### config.mk
export PLATFORM = sky130hd
export DESIGN_NAME = rca_lsq_flat
export DESIGN_NICKNAME = d
export VERILOG_FILES = /design/src/rtl/rca_lsq_if.sv /design/src/rtl/rca_lsq.sv /design/src/flat_wrapper.sv
export SDC_FILE = /design/constraint.sdc
export NUM_CORES = 1
export LEC_CHECK = 0
export BUFFER_PORTS_ARGS = -buffer_cell sky130_fd_sc_hd__buf_2
export CORE_UTILIZATION = 35
export DETAILED_ROUTE_END_ITERATION = 16
export PLACE_DENSITY_LB_ADDON = 0.2
export SYNTH_ARGS = -nofsm -noshare
export SYNTH_HDL_FRONTEND = slang
export SYNTH_SLANG_ARGS = --single-unit
### constraint.sdc
create_clock -name clk -period 3.5 [get_ports clk]
set_input_delay 0 -clock clk [delete_from_list [all_inputs] [get_ports clk]]
set_output_delay 0 -clock clk [all_outputs]
set_load 0.005 [all_outputs]
### src/rtl/rca_lsq_if.sv
// OU request / data-memory port bundle for rca_lsq.
// slave is the queue's view; master is the driver/monitor side (OU + memory).
interface rca_lsq_if;
    localparam int unsigned XLEN = 32;

    // OU side
    logic [XLEN-1:0] addr;
    logic [XLEN-1:0] data;
    logic [2:0]      fn3;
    logic            load;
    logic            store;
    logic            new_request;
    logic            lsq_full;
    logic [XLEN-1:0] load_data;
    logic            load_complete;

    // memory side
    logic            mem_req;
    logic            mem_rnw;
    logic [XLEN-1:0] mem_addr;
    logic [XLEN-1:0] mem_wdata;
    logic [3:0]      mem_be;
    logic            mem_ack;
    logic [XLEN-1:0] mem_rdata;
    logic            mem_rvalid;

    modport slave (
        input  addr, data, fn3, load, store, new_request,
        output lsq_full, load_data, load_complete,
        output mem_req, mem_rnw, mem_addr, mem_wdata, mem_be,
        input  mem_ack, mem_rdata, mem_rvalid
    );

    modport master (
        output addr, data, fn3, load, store, new_request,
        input  lsq_full, load_data, load_complete,
        input  mem_req, mem_rnw, mem_addr, mem_wdata, mem_be,
        output mem_ack, mem_rdata, mem_rvalid
    );
endinterface

### src/rtl/rca_lsq.sv
// In-order load/store queue between one RCA operation unit and the data-memory port.
// Optional RCA_LSQ_LOAD_EXTEND_EN: align and sign/zero-extend load data inside the queue.
module rca_lsq #(
    parameter int unsigned LSQ_DEPTH = 4
) (
    input  logic       clk,
    input  logic       rst,
    rca_lsq_if.slave   bus
);
    localparam int unsigned XLEN  = 32;
    localparam int unsigned PTR_W = $clog2(LSQ_DEPTH);
    localparam int unsigned CNT_W = PTR_W + 2;

    typedef struct packed {
        logic [XLEN-1:0] addr;
        logic [XLEN-1:0] data;
        logic [2:0]      fn3;
        logic            load;
    } entry_t;

    typedef enum logic [1:0] {
        IDLE = 2'd0,
        REQ  = 2'd1,
        WAIT = 2'd2
    } state_t;

    entry_t            q_mem [LSQ_DEPTH];
    entry_t            head;
    state_t            state_q, state_d;
    logic [PTR_W-1:0]  head_q, head_d, tail_q, tail_d;
    logic [CNT_W-1:0]  count_q, count_d;
    logic              full_q, full_d;
    logic              mem_req_q, mem_req_d;
    logic              mem_rnw_q, mem_rnw_d;
    logic [XLEN-1:0]   mem_addr_q, mem_addr_d;
    logic [XLEN-1:0]   mem_wdata_q, mem_wdata_d;
    logic [3:0]        mem_be_q, mem_be_d;
    logic [XLEN-1:0]   load_data_q, load_data_d;
    logic              load_complete_q, load_complete_d;
    logic              push, pop;
    logic [XLEN-1:0]   load_word;

    // Exactly one of load/store must be set; full is the registered view, so a same-cycle pop never helps.
    assign push = bus.new_request && !full_q && (bus.load != bus.store);
    assign head = q_mem[head_q];

    function automatic logic [3:0] store_be(input logic [2:0] fn3, input logic [1:0] off);
        logic [3:0] be;
        case (fn3)
            3'b000, 3'b100: be = 4'b0001 << off;
            3'b001, 3'b101: be = 4'b0011 << {off[1], 1'b0};
            default:        be = 4'hF;
        endcase
        return be;
    endfunction

    function automatic logic [XLEN-1:0] store_lanes(input logic [2:0] fn3, input logic [XLEN-1:0] d);
        logic [XLEN-1:0] w;
        case (fn3)
            3'b000, 3'b100: w = {4{d[7:0]}};
            3'b001, 3'b101: w = {2{d[15:0]}};
            default:        w = d;
        endcase
        return w;
    endfunction

`ifdef RCA_LSQ_LOAD_EXTEND_EN
    logic [XLEN-1:0] rdata_sh;

    // Shift the addressed bytes down to bit 0, then extend per the load's width/signedness.
    always_comb begin
        rdata_sh = bus.mem_rdata >> {head.addr[1:0], 3'b000};
        case (head.fn3)
            3'b000:  load_word = {{24{rdata_sh[7]}}, rdata_sh[7:0]};
            3'b001:  load_word = {{16{rdata_sh[15]}}, rdata_sh[15:0]};
            3'b100:  load_word = {24'h0, rdata_sh[7:0]};
            3'b101:  load_word = {16'h0, rdata_sh[15:0]};
            default: load_word = bus.mem_rdata;
        endcase
    end
`else
    assign load_word = bus.mem_rdata;
`endif

    // Entry storage needs no reset: count/pointers define validity.
    always_ff @(posedge clk) begin
        if (push) begin
            q_mem[tail_q] <= '{addr: bus.addr, data: bus.data, fn3: bus.fn3, load: bus.load};
        end
    end

    always_ff @(posedge clk or negedge rst) begin
        if (!rst) begin
            state_q         <= IDLE;
            head_q          <= '0;
            tail_q          <= '0;
            count_q         <= '0;
            full_q          <= 1'b0;
            mem_req_q       <= 1'b0;
            mem_rnw_q       <= 1'b0;
            mem_addr_q      <= '0;
            mem_wdata_q     <= '0;
            mem_be_q        <= '0;
            load_data_q     <= '0;
            load_complete_q <= 1'b0;
        end else begin
            state_q         <= state_d;
            head_q          <= head_d;
            tail_q          <= tail_d;
            count_q         <= count_d;
            full_q          <= full_d;
            mem_req_q       <= mem_req_d;
            mem_rnw_q       <= mem_rnw_d;
            mem_addr_q      <= mem_addr_d;
            mem_wdata_q     <= mem_wdata_d;
            mem_be_q        <= mem_be_d;
            load_data_q     <= load_data_d;
            load_complete_q <= load_complete_d;
        end
    end

    always_comb begin
        state_d         = state_q;
        head_d          = head_q;
        tail_d          = tail_q;
        count_d         = count_q;
        mem_req_d       = mem_req_q;
        mem_rnw_d       = mem_rnw_q;
        mem_addr_d      = mem_addr_q;
        mem_wdata_d     = mem_wdata_q;
        mem_be_d        = mem_be_q;
        load_data_d     = load_data_q;
        load_complete_d = 1'b0;
        pop             = 1'b0;

        case (state_q)
            // Latch the head into the memory-port registers; they stay frozen until mem_ack.
            IDLE: begin
                if (count_q != '0) begin
                    state_d     = REQ;
                    mem_req_d   = 1'b1;
                    mem_rnw_d   = head.load;
                    mem_addr_d  = {head.addr[XLEN-1:2], 2'b00};
                    mem_be_d    = head.load ? 4'hF : store_be(head.fn3, head.addr[1:0]);
                    mem_wdata_d = head.load ? '0 : store_lanes(head.fn3, head.data);
                end
            end
            REQ: begin
                if (bus.mem_ack) begin
                    mem_req_d = 1'b0;
                    if (head.load) begin
                        state_d = WAIT;
                    end else begin
                        pop     = 1'b1;
                        state_d = IDLE;
                    end
                end
            end
            // Single outstanding load: the head stays put until its data returns.
            WAIT: begin
                if (bus.mem_rvalid) begin
                    pop             = 1'b1;
                    load_data_d     = load_word;
                    load_complete_d = 1'b1;
                    state_d         = IDLE;
                end
            end
            default: state_d = IDLE;
        endcase

        if (push) begin
            tail_d = tail_q + PTR_W'(1);
        end
        if (pop) begin
            head_d = head_q + PTR_W'(1);
        end
        case ({push, pop})
            2'b10:   count_d = count_q + CNT_W'(1);
            2'b01:   count_d = count_q - CNT_W'(1);
            default: count_d = count_q;
        endcase
        full_d = (count_d == CNT_W'(LSQ_DEPTH));
    end

    assign bus.lsq_full      = full_q;
    assign bus.mem_req       = mem_req_q;
    assign bus.mem_rnw       = mem_rnw_q;
    assign bus.mem_addr      = mem_addr_q;
    assign bus.mem_wdata     = mem_wdata_q;
    assign bus.mem_be        = mem_be_q;
    assign bus.load_data     = load_data_q;
    assign bus.load_complete = load_complete_q;
endmodule

### src/flat_wrapper.sv
// flat-port wrapper written by rule: the top's interface ports become plain ports
module rca_lsq_flat 
#(
    parameter int unsigned LSQ_DEPTH = 4
)
  (clk, rst, bus_addr, bus_data, bus_fn3, bus_load, bus_store, bus_new_request, bus_lsq_full, bus_load_data, bus_load_complete, bus_mem_req, bus_mem_rnw, bus_mem_addr, bus_mem_wdata, bus_mem_be, bus_mem_ack, bus_mem_rdata, bus_mem_rvalid);
  rca_lsq_if bus_i ();
  input  logic clk;
  input  logic rst;
  input wire logic [$bits(bus_i.addr)-1:0] bus_addr;
  input wire logic [$bits(bus_i.data)-1:0] bus_data;
  input wire logic [$bits(bus_i.fn3)-1:0] bus_fn3;
  input wire logic [$bits(bus_i.load)-1:0] bus_load;
  input wire logic [$bits(bus_i.store)-1:0] bus_store;
  input wire logic [$bits(bus_i.new_request)-1:0] bus_new_request;
  output wire logic [$bits(bus_i.lsq_full)-1:0] bus_lsq_full;
  output wire logic [$bits(bus_i.load_data)-1:0] bus_load_data;
  output wire logic [$bits(bus_i.load_complete)-1:0] bus_load_complete;
  output wire logic [$bits(bus_i.mem_req)-1:0] bus_mem_req;
  output wire logic [$bits(bus_i.mem_rnw)-1:0] bus_mem_rnw;
  output wire logic [$bits(bus_i.mem_addr)-1:0] bus_mem_addr;
  output wire logic [$bits(bus_i.mem_wdata)-1:0] bus_mem_wdata;
  output wire logic [$bits(bus_i.mem_be)-1:0] bus_mem_be;
  input wire logic [$bits(bus_i.mem_ack)-1:0] bus_mem_ack;
  input wire logic [$bits(bus_i.mem_rdata)-1:0] bus_mem_rdata;
  input wire logic [$bits(bus_i.mem_rvalid)-1:0] bus_mem_rvalid;
  assign bus_i.addr = bus_addr;
  assign bus_i.data = bus_data;
  assign bus_i.fn3 = bus_fn3;
  assign bus_i.load = bus_load;
  assign bus_i.store = bus_store;
  assign bus_i.new_request = bus_new_request;
  assign bus_lsq_full = bus_i.lsq_full;
  assign bus_load_data = bus_i.load_data;
  assign bus_load_complete = bus_i.load_complete;
  assign bus_mem_req = bus_i.mem_req;
  assign bus_mem_rnw = bus_i.mem_rnw;
  assign bus_mem_addr = bus_i.mem_addr;
  assign bus_mem_wdata = bus_i.mem_wdata;
  assign bus_mem_be = bus_i.mem_be;
  assign bus_i.mem_ack = bus_mem_ack;
  assign bus_i.mem_rdata = bus_mem_rdata;
  assign bus_i.mem_rvalid = bus_mem_rvalid;
  rca_lsq #(.LSQ_DEPTH(LSQ_DEPTH)) u_core (.clk(clk), .rst(rst), .bus(bus_i));
endmodule
## After elaboration in Yosys (flattened, before gate mapping)

Memories as Yosys holds them, arrays and structs flattened.
Cells that the tools add are included.

- $add $sub $neg: 4
- Equality and inequality tests: 12
- Shift-type cells: 2
- Multiplexer cells: 20
- Reduce and logical (&&, ||, !) cells: 13

Operators with widths:

| operator | number |
|---|---|
| case mux 32 bit (2 select lines) | 1 |
| two-way mux 32 bit | 1 |
| case mux 4 bit (2 select lines) | 2 |
| two-way mux 1 bit | 8 |
| two-way mux 2 bit | 4 |
| == test 3 bit (second input constant) | 2 |
| case mux 2 bit (3 select lines) | 1 |
| AND reduction 3 bit | 2 |
| adder 2 x 1 -> 2 bit (second input constant) | 2 |
| adder 4 x 1 -> 4 bit (second input constant) | 1 |
| == test 2 x 1 -> 1 bit (second input constant) | 2 |
| == test 2 bit (second input constant) | 2 |
| == test 4 x 3 -> 1 bit (second input constant) | 1 |
| two-way mux 4 bit | 1 |
| != test 2 bit (second input constant) | 2 |
| case mux 1 bit (2 select lines) | 2 |
| AND reduction 2 bit | 2 |
| nonzero test 4 bit | 1 |
| OR reduction 2 bit | 2 |
| left shift 1 x 2 -> 4 bit (first input constant) | 1 |
| left shift 2 x 2 -> 4 bit (first input constant) | 1 |
| subtractor 4 x 1 -> 4 bit (second input constant) | 1 |
| == test 3 x 1 -> 1 bit (second input constant) | 1 |
| zero test 3 bit | 1 |
| 6 further kinds | 7 |

- Flip-flop bits (word level): 112
- Memory bits (writable): 272
- Bits of input ports: 106
- Memories kept: 1

Memories:

| memory | depth | width | read ports | clocked after Yosys merged registers in | write ports | line | source |
|---|---|---|---|---|---|---|---|
| u_core.q_mem | 4 | 68 | 1 | 0 | 1 | rca_lsq.sv:27 | `entry_t q_mem [LSQ_DEPTH];` |

## Depth between registers and ports, before layout

Gate-level depths: netlist (run 1).
An unclocked memory read counts as a cell.

- Depth in word-level cells: 7
- Depth in mapped cells: 13
- Gate-level depth less buffers: 13

## Worst setup path before layout (run 1)

No wires, ideal clock.

- Kind: reg-to-reg
- Start: register u_core.full_q (netlist: u_core.bus.lsq_full)
- End: memory u_core.q_mem[0][0] (netlist name), enable pin
- Library setup time: 432 ps
- Arrival: 2422 ps
- Data required time: 3068 ps
- Slack: 646 ps
- Cell stages (with the launch flop): 4
- Cells stage by stage: dfrtp_1 and3b_1 clkbuf_1 and2_1

- Cells in the longest elaborated chain, start to end: 5

RTL lines:

| element | line | source |
|---|---|---|
| start, declared | rca_lsq.sv:32 | `logic full_q, full_d;` |
| start signal, assigned | rca_lsq.sv:111 | `full_q <= full_d;` |
| zero test 1 bit | rca_lsq.sv:44 | `assign push = bus.new_request && !full_q && (bus.load != bus.store);` |
| logical AND 1 bit (2 in a row) | rca_lsq.sv:44 |  |
| two-way mux 1 bit | rca_lsq.sv:87 | `if (push) begin` |
| two-way mux 1 bit (not written as such) | rca_lsq.sv:88 | `q_mem[tail_q] <= '{addr: bus.addr, data: bus.data, fn3: bus.fn3, load: bus.load};` |
| end, declared | rca_lsq.sv:27 |  |

No other way between the ends.

## Final worst setup path (run 1)

- Start: register u_core.head_q[0]
- End: register u_core.full_q (netlist: u_core.bus.lsq_full)

- Cells in the longest elaborated chain, start to end: 7

RTL lines:

| element | line | source |
|---|---|---|
| start, declared | rca_lsq.sv:30 | `logic [PTR_W-1:0] head_q, head_d, tail_q, tail_d;` |
| start signal, assigned | rca_lsq.sv:95 | `head_q <= '0;` |
| start signal, assigned | rca_lsq.sv:108 | `head_q <= head_d;` |
| memory (4 x 68 bit) * | n/a |  |
| two-way mux 1 bit * | rca_lsq.sv:151 | `if (head.load) begin` |
| two-way mux 1 bit * | rca_lsq.sv:149 | `if (bus.mem_ack) begin` |
| case mux 1 bit (2 select lines) * | rca_lsq.sv:136 | `case (state_q)` |
| == test 2 x 1 -> 1 bit or == test 2 bit (tied branches) | rca_lsq.sv:177 | `case ({push, pop})` |
| case mux 4 bit (2 select lines) * | rca_lsq.sv:177 |  |
| named net u_core.count_d[2] | rca_lsq.sv:31 | `logic [CNT_W-1:0] count_q, count_d;` |
| == test 4 x 3 -> 1 bit * | rca_lsq.sv:182 | `full_d = (count_d == CNT_W'(LSQ_DEPTH));` |
| named net u_core.full_d | rca_lsq.sv:32 |  |

Mark *: on every way through the listed nets, which the timed path passes. The rest lies on a longest branch.
A chain may end at the register's enable or synchronous reset.

==> key figures, run 1 <==
Finish
  – Ant diodes: 0
  – Final Cell Area: 18,700 um2
  – Fill cells: approximately 3,600
  – Layout cell share with drive strength beyond 1: ~34%
  – P&R area growth vs syn: 29.0%
  – Final net count: 1,250

Timing
  – Tcrit/Tclk final: 84.9%
  – Max Clock Skew: 40.4 ps
  – Achievable clock frequency: about 340 MHz
  – RSZ-0062 raised after global routing: no
  – Setup tns final: 0 ps
  – Worst-Margin Slew: about 960 ps
  – Max-slew headroom: around 36%
  – Crit path time final: ~3000 ps
  – Final setup margin: around 530 ps
  – Final setup viols: 0
  – Hold Violations, Final: 0
  – Final Max Tran Viols: 0

GRT
  – Antenna violations before repair: 0
  – Vias in the first global route: roughly 8,300
  – First-pass GRT wire length: between 40,000 and 50,000 um
  – Pin count of the biggest net entering global routing: between 60 and 70
  – GRT Total Usage: around 16%
  – Grt ovf: 0

Clock network
  – Total CTS buffers: 43
  – H-Tree Depth: 2
  – Post-CTS Hold Fix Bufs: a little over 100
  – Worst-Skew Late Latency: approximately 590 ps
  – CTS max path bufs: 3
  – Clock sinks: 380
  – Clock slew at reported path FFs: 60 ps
  – Setup Buffers After CTS: 0
  – CTS tree: built
  – Resized cells post-CTS: 0
  – Root buf cell: clkbuf_16

Detailed routing
  – Drt first pass iters: 4
  – DR vias: 8,153
  – Final wirelength: ~33,000 um
  – Post-DR wirelength/cell: 19.3 um
  – Initial DRC Count: 450
  – DRC violations left: 0
  – Remaining antenna violation count after routing: 0
  – DR vias/cell: 4.79

Place
  – Placed cell area: roughly 16,000 um2
  – # port buffers: ~210
  – Placer congestion estimate: 0.709
  – Pre-CTS setup slack: between 500 and 600 ps
  – Hpwl dp: about 19,000 um

Floorplanning
  – Initial Util: between 30% and 40%
  – # IOs: 210
  – Total core area: 40,800 um2
  – Die Area: roughly 42,000 um2
  – # rows: 74
  – Die extent in y: slightly above 200 um
  – Width of the die: ~210 um

Synthesis
  – Syn_area_per_cell: about 18 um2
  – Synth top area cells: edfxtp_1 56%, dfrtp_1 19%, mux4_2 10%, nand2_1 3.6%, mux2_2 2.6%
  – Post-synth top area share: a little under three fifths
  – Syn. warnings: 0
  – Largest area contributor in the netlist: edfxtp_1
  – Most frequent cells after synthesis: 268 x edfxtp_1, 140 x nand2_1, 112 x dfrtp_1, 67 x mux4_2, 34 x mux2_2
  – Cell Area, Synth: 14,500 um2
  – Syn Inst Count: 808
  – Async set-reset flop share out of synthesis: around 29%
  – Number of synthesized flops with an enable pin: 268
  – Post-synthesis sequential area ratio: 75.0%
  – Count leader, synth: edfxtp_1
  – Count of different cell masters after synthesis: 42
  – Synth Flop Type: edfxtp_1
  – Yosys reg bits: 380

Setup path
  – Crit path arrival time: ~3500 ps
  – Worst Setup Start Kind: register
  – Endpoint kind of the worst setup timing path: register
  – Critical path type: reg2reg
  – Critical path required time: slightly below 4000 ps
  – Worst r2r src: u_core.head_q[0]$_DFFE_PN0P_
  – Crit Path Max Fanout: 9
  – Crit path from: u_core.head_q[0]$_DFFE_PN0P_

Power
  – VDD IR max: 0.440 mV
  – Leakage: roughly 0.0073 uW
  – Pwr dens: around 820 nW/um2

Status
  – Status: complete, no violations

Run
  – Max cap viols: 0

Hold path
  – Hold Path Class: in2async
==> logic make-up (layout without fill, tap and decap cells) <==
| kind of cell | Yosys count | in the layout | share of synthesized area [%] |
|---|---|---|---|
| buf+inv | 51 | 412 | 1.51 |
| compound gates | 54 | 54 | 2.20 |
| simple gates | 179 | 179 | 5.15 |
| other cells | 1 | 2 | 0.0259 |
| flops | 380 | 380 | 75.0 |
| mux | 126 | 126 | 14.8 |
| xor+xnor | 8 | 8 | 0.536 |
| fa+ha+maj | 9 | 9 | 0.778 |
==> placed cells by master (no fill, tap or decap), types with 4 or more instances in the layout <==
cell type	synthesis	layout
edfxtp_1	268	268
buf_2	10	205
nand2_1	140	140
dfrtp_1	112	110
dlygate4sd3_1	0	102
mux4_2	67	67
clkbuf_16	0	43
mux2_2	34	34
o21ai_0	29	29
mux2i_1	25	25
nor2_1	13	13
clkbuf_1	22	13
inv_1	10	10
buf_4	2	10
nand3_1	9	9
ha_1	9	9
a21oi_1	8	8
clkinv_1	0	6
clkbuf_8	0	6
a31oi_1	5	5
buf_12	0	5
xnor2_1	4	4
and2_4	0	4
clkinv_2	0	4
bufinv_16	0	4
==> layer usage <==
| metal | vias up | track usage (%) | share of wire, % |
|---|---|---|---|
| li1 | 3721 | - | - |
| met1 | 4155 | 21.5 | 45 |
| met2 | 228 | 25.2 | 47 |
| met3 | 49 | 3.23 | 5.3 |
| met4 | 0 | 5.19 | 2.1 |
| met5 | - | 0 | 0 |
==> final timing paths <==
check	end	slack [ps]	depth (start not counted)
max	u_core.bus.lsq_full$_DFF_PN0_	530	11
min	u_core.bus.load_data[1]$_DFFE_PN0P_	60	2
max reg2reg	u_core.bus.lsq_full$_DFF_PN0_	530	11
min reg2reg	u_core.bus.mem_wdata[5]$_DFFE_PN0P_	460	2
max in group asynchronous	u_core.bus.mem_addr[12]$_DFFE_PN0P_	2550	3
min in group clk	u_core.tail_q[0]$_DFFE_PN0P_	70	3
==> critical path: stages (launching register included) <==
cell and delay (ps):
dfrtp_4 520, mux4_2 590, o21ai_4 220, nand2_1 130
nor2_1 140, xor2_1 80, ha_1 200, a21o_1 160
nand4_1 80, or3b_4 390, xnor2_2 130, nor4b_2 220
==> stage by stage <==
stage / util (%) / cells / power, uW / hold WS, ps
global route: 45.7 / 1702 / 16300 / 38.9
global placement: 39.6 / 1520 / 10900 / 168
finish: 45.7 / 1702 / 15400 / 60.2
detailed placement: 39.6 / 1520 / 11000 / 187
CTS: 45.7 / 1702 / 15700 / 18.6
floorplan: - / 809 / 9200 / -296
==> sequential cells by signal, summed over array words and instances, names as in the netlist <==
signal,flops
u_core.bus.mem_addr,30
u_core.bus.mem_rnw,1
u_core.bus.mem_wdata,32
u_core.bus.mem_req,1
u_core.bus.load_complete,1
u_core.bus.mem_be,4
u_core.q_mem,268
u_core.bus.load_data,32
u_core.head_q,2
u_core.count_q,4
u_core.state_q,2
u_core.bus.lsq_full,1
u_core.tail_q,2
==> final cells by class <==
cell class	instances	area (um2)	area share (%)
sequential	380	10900	58.2
multi-input combinational	378	3430	18.4
timing repair buffer	322	2220	11.9
clock buffer	62	1210	6.47
tap	532	666	3.57
clock inverter	18	241	1.29
inverter	10	37.5	0.201
==> power breakdown <==
part | total (uW) | switching [uW] | internal (uW)
Sequential | 6230 | 407 | 5820
Combinational | 4590 | 2550 | 2040
Clock | 4560 | 1840 | 2720
(Power assumes the default switching activity.)
==> run 2, diff against run 1 <==
Clock period 3.5 ns to 2.9 ns, I/O delays scaled along.
==> key figures, run 2 (same netlist as run 1, synthesis figures left out) <==
Setup path
  – Crit Path Max Fanout: 3 (-6)
  – Critical path type: reg2reg
  – Reg2reg end: u_core.bus.lsq_full$_DFF_PN0_
  – Cell count of the worst reg-to-reg path: 11 (unchanged)
  – Critical path's top delay family: simple AND/OR/NAND/NOR gates
  – Worst r2r src: u_core.head_q[0]$_DFFE_PN0P_
  – Crit path arrival time: 3260 ps (-190 ps)
  – Crit path cell chain: mux4_2, o21ai_4, nand2_2, nor2_1, xor2_1, ha_1, a21o_1, nand4_1, or3b_4, xnor2_2, nor4b_4
  – Endpoint kind of the worst setup timing path: register
  – Worst Setup Start Kind: register
  – Crit-path slowest cell: mux4_2
  – Crit path buffers/inverters: 0 (unchanged)
  – Critical path required time: 3360 ps (-620 ps)
  – Flop-to-flop setup slack: 100 ps (-430 ps)
  – Max incr delay on CP: 570 ps (-20 ps)

GRT
  – GRT Total Usage: 16.0% (+0.21 points)
  – Antenna violations before repair: 3 (+3)
  – First-pass GRT wire length: 50,100 um (+1.2%)
  – Grt ovf: 0 (unchanged)
  – Vias in the first global route: 8,461 (+1.4%)
  – Pin count of the biggest net entering global routing: 71 (+9.2%)

Floorplanning
  – Total core area: 40,800 um2 (unchanged)
  – Initial Util: 35.4% (unchanged)
  – Die Area: 42,200 um2 (unchanged)
  – # rows: 74 (unchanged)
  – Width of the die: 205 um (unchanged)
  – Die extent in y: 205 um (unchanged)
  – # IOs: 210 (unchanged)

Power
  – VDD IR max: 0.519 mV (+18%)
  – Pwr Total: 19,100 uW (+24%)
  – Clock Power Share: 30.0% (+0.3 points)
  – Pwr dens: 1000 nW/um2 (+22%)
  – Leakage: 0.00744 uW (+2.0%)
  – Combinational share of power: 30.7% (+0.9 points)
  – Switching power total: 5780 uW (+20%)
  – Int Power: 13,300 uW (+25%)
  – Net Sw Frac: 30.3% (-0.87 points)
  – Seq pwr share: 39.3% (-1.2 points)

Detailed routing
  – Post-DR wirelength/cell: 19.3 um (+0.13%)
  – Initial DRC Count: 537 (+19%)
  – WL met2: 15,900 um (+2.7%)
  – Remaining antenna violation count after routing: 0 (unchanged)
  – Final wirelength: 33,200 um (+1.1%)
  – Metal3 WL: 1900 um (+8.5%)
  – DR vias: 8,167 (+0.17%)
  – WL met1: 14,700 um (-0.94%)
  – DR vias/cell: 4.75 (-0.82%)
  – Highest Signal Layer: met5
  – Drt first pass iters: 5 (+1)
  – DRC violations left: 0 (unchanged)

Hold path
  – Worst Hold End: u_core.tail_q[0]$_DFFE_PN0P_
  – Hold Path Class: in2reg
  – Hold depth: 3
  – Hold Startpoint: bus_new_request

Timing
  – Achievable clock frequency: 357 MHz (+6.1%)
  – Max-slew headroom: 58.9% (+23 points)
  – Final Max Tran Viols: 0 (unchanged)
  – Final setup margin: 99.9 ps (-428 ps)
  – Tcrit/Tclk final: 96.6% (+12 points)
  – Hold Violations, Final: 0 (unchanged)
  – Worst-Margin Slew: 616 ps (-339 ps)
  – Crit path time final: 2800 ps (-172 ps)
  – Setup tns final: 0 ps (unchanged)
  – Final setup viols: 0 (unchanged)
  – RSZ-0062 raised after global routing: no
  – Max Clock Skew: 17.0 ps (-23.5 ps)

Place
  – # port buffers: 206 (unchanged)
  – Placed cell area: 16,400 um2 (+1.3%)
  – Placer congestion estimate: 0.720 (+1.6%)
  – Hpwl dp: 19,900 um (+3.7%)
  – Pre-CTS setup slack: 34.2 ps (-485 ps)

Clock network
  – CTS tree: built
  – Worst-Skew Late Latency: 550 ps (-40 ps)
  – Clock slew at reported path FFs: 60 ps (about the same)
  – H-Tree Depth: 2 (unchanged)
  – Total CTS buffers: 43 (unchanged)
  – Root buf cell: clkbuf_16
  – Clock sinks: 380 (unchanged)
  – CTS max path bufs: 3 (unchanged)

Run
  – Max cap viols: 0 (unchanged)

Finish
  – Commonest non-fill, non-tap cells in the layout: 268 x edfxtp_1, 205 x buf_2, 139 x nand2_1, 110 x dfrtp_1, 103 x dlygate4sd3_1
  – Final Cell Area: 19,000 um2 (+1.7%)
  – Reg with most FFs: u_core.q_mem
  – Layout cell share with drive strength beyond 1: 34.9% (+1.0 points)
  – Fill cells: 3,565 (-0.61%)
  – Final net count: 1,267 (+1.4%)
  – Max reg flops: 268 (unchanged)
  – Commonest non-fill, non-tap cell in the layout: edfxtp_1
  – P&R area growth vs syn: 31.1%

Status
  – Status: complete, no violations
run 2: cell count changes in the layout (fill, tap and decap cells not counted), sizes merged:
cell / before / now
dlygate4sd3: 102 / 103
clkbuf: 62 / 55
inv: 13 / 11
bufinv: 4 / 8
buf: 220 / 236
clkinvlp: 0 / 1
clkinv: 11 / 13
diode: 0 / 2
run 2: worst register-to-register path, delay by kind of cell (launching register included):
| family | cells | cell delay [ps] |
|---|---|---|
| AO/OA/AOI/OAI | 2 | 380 |
| multiplexers | 1 | 570 |
| XOR/XNOR | 2 | 230 |
| AND/OR/NAND/NOR | 5 | 900 |
| adder cells (fa/ha/maj) | 1 | 200 |
| flip-flops | 1 | 430 |
run 2: area by class of cell:
class	instances	area (um2)	share of cell area, %
Antenna cell	2	5.00	0.0264
Clock buffer	55	1170	6.19
Clock inverter	23	314	1.66
Inverter	10	37.5	0.198
Multi-Input combinational cell	378	3440	18.1
Sequential cell	380	10900	57.2
Tap cell	532	666	3.51
Timing Repair Buffer	339	2480	13.1
run 2: power groups by stage:
| stage | Combinational [uW] | Clock [uW] | Sequential (uW) |
|---|---|---|---|
| after floorplan | 3520 | 0 | 7590 |
| after global placement | 5830 | 0 | 7570 |
| after detailed placement | 5860 | 0 | 7610 |
| after CTS | 5980 | 5880 | 7500 |
| after global routing | 6490 | 6080 | 7630 |
| final | 5850 | 5710 | 7490 |
run 2: through the flow:
| stage | utilization [%] | instances | hold WS, ps |
|---|---|---|---|
| global placement | 40.2 | 1533 | -60.3 |
| floorplan | - | 809 | -296 |
| detailed placement | 40.2 | 1533 | -55.4 |
| CTS | 46.4 | 1715 | 39.1 |
| finish | 46.5 | 1719 | 66.4 |
| global route | 46.5 | 1719 | 116 |
run 2: layer usage:
metal / global-route usage [%] / vias to the layer above
met5: 0 / -
met4: 4.71 / 2
met3: 3.88 / 46
met2: 26.1 / 216
met1: 21.1 / 4145
li1: - / 3758
run 2: timing repair:
action / 4_1_cts / 5_1_grt
hold buffers: 104 / 0
gates resized for setup: 0 / 2
hold endpoints to repair: 415 / 0
buffers inserted: 0 / 2
setup endpoints to repair: 0 / 1
run 2: how the worst max path moves through the flow:
stage	from	to	slack, ps	cells after the start
2_1_floorplan	u_core.bus.lsq_full$_DFF_PN0_	u_core.q_mem[2][0]$_DFFE_PP_	50	3
3_3_place_gp	u_core.head_q[0]$_DFFE_PN0P_	u_core.bus.lsq_full$_DFF_PN0_	80	11
3_5_place_dp	u_core.head_q[0]$_DFFE_PN0P_	u_core.bus.lsq_full$_DFF_PN0_	30	11
4_1_cts	u_core.head_q[0]$_DFFE_PN0P_	u_core.bus.lsq_full$_DFF_PN0_	30	11
5_1_grt	u_core.head_q[0]$_DFFE_PN0P_	u_core.bus.lsq_full$_DFF_PN0_	6	11
6_report	u_core.head_q[0]$_DFFE_PN0P_	u_core.bus.lsq_full$_DFF_PN0_	100	11
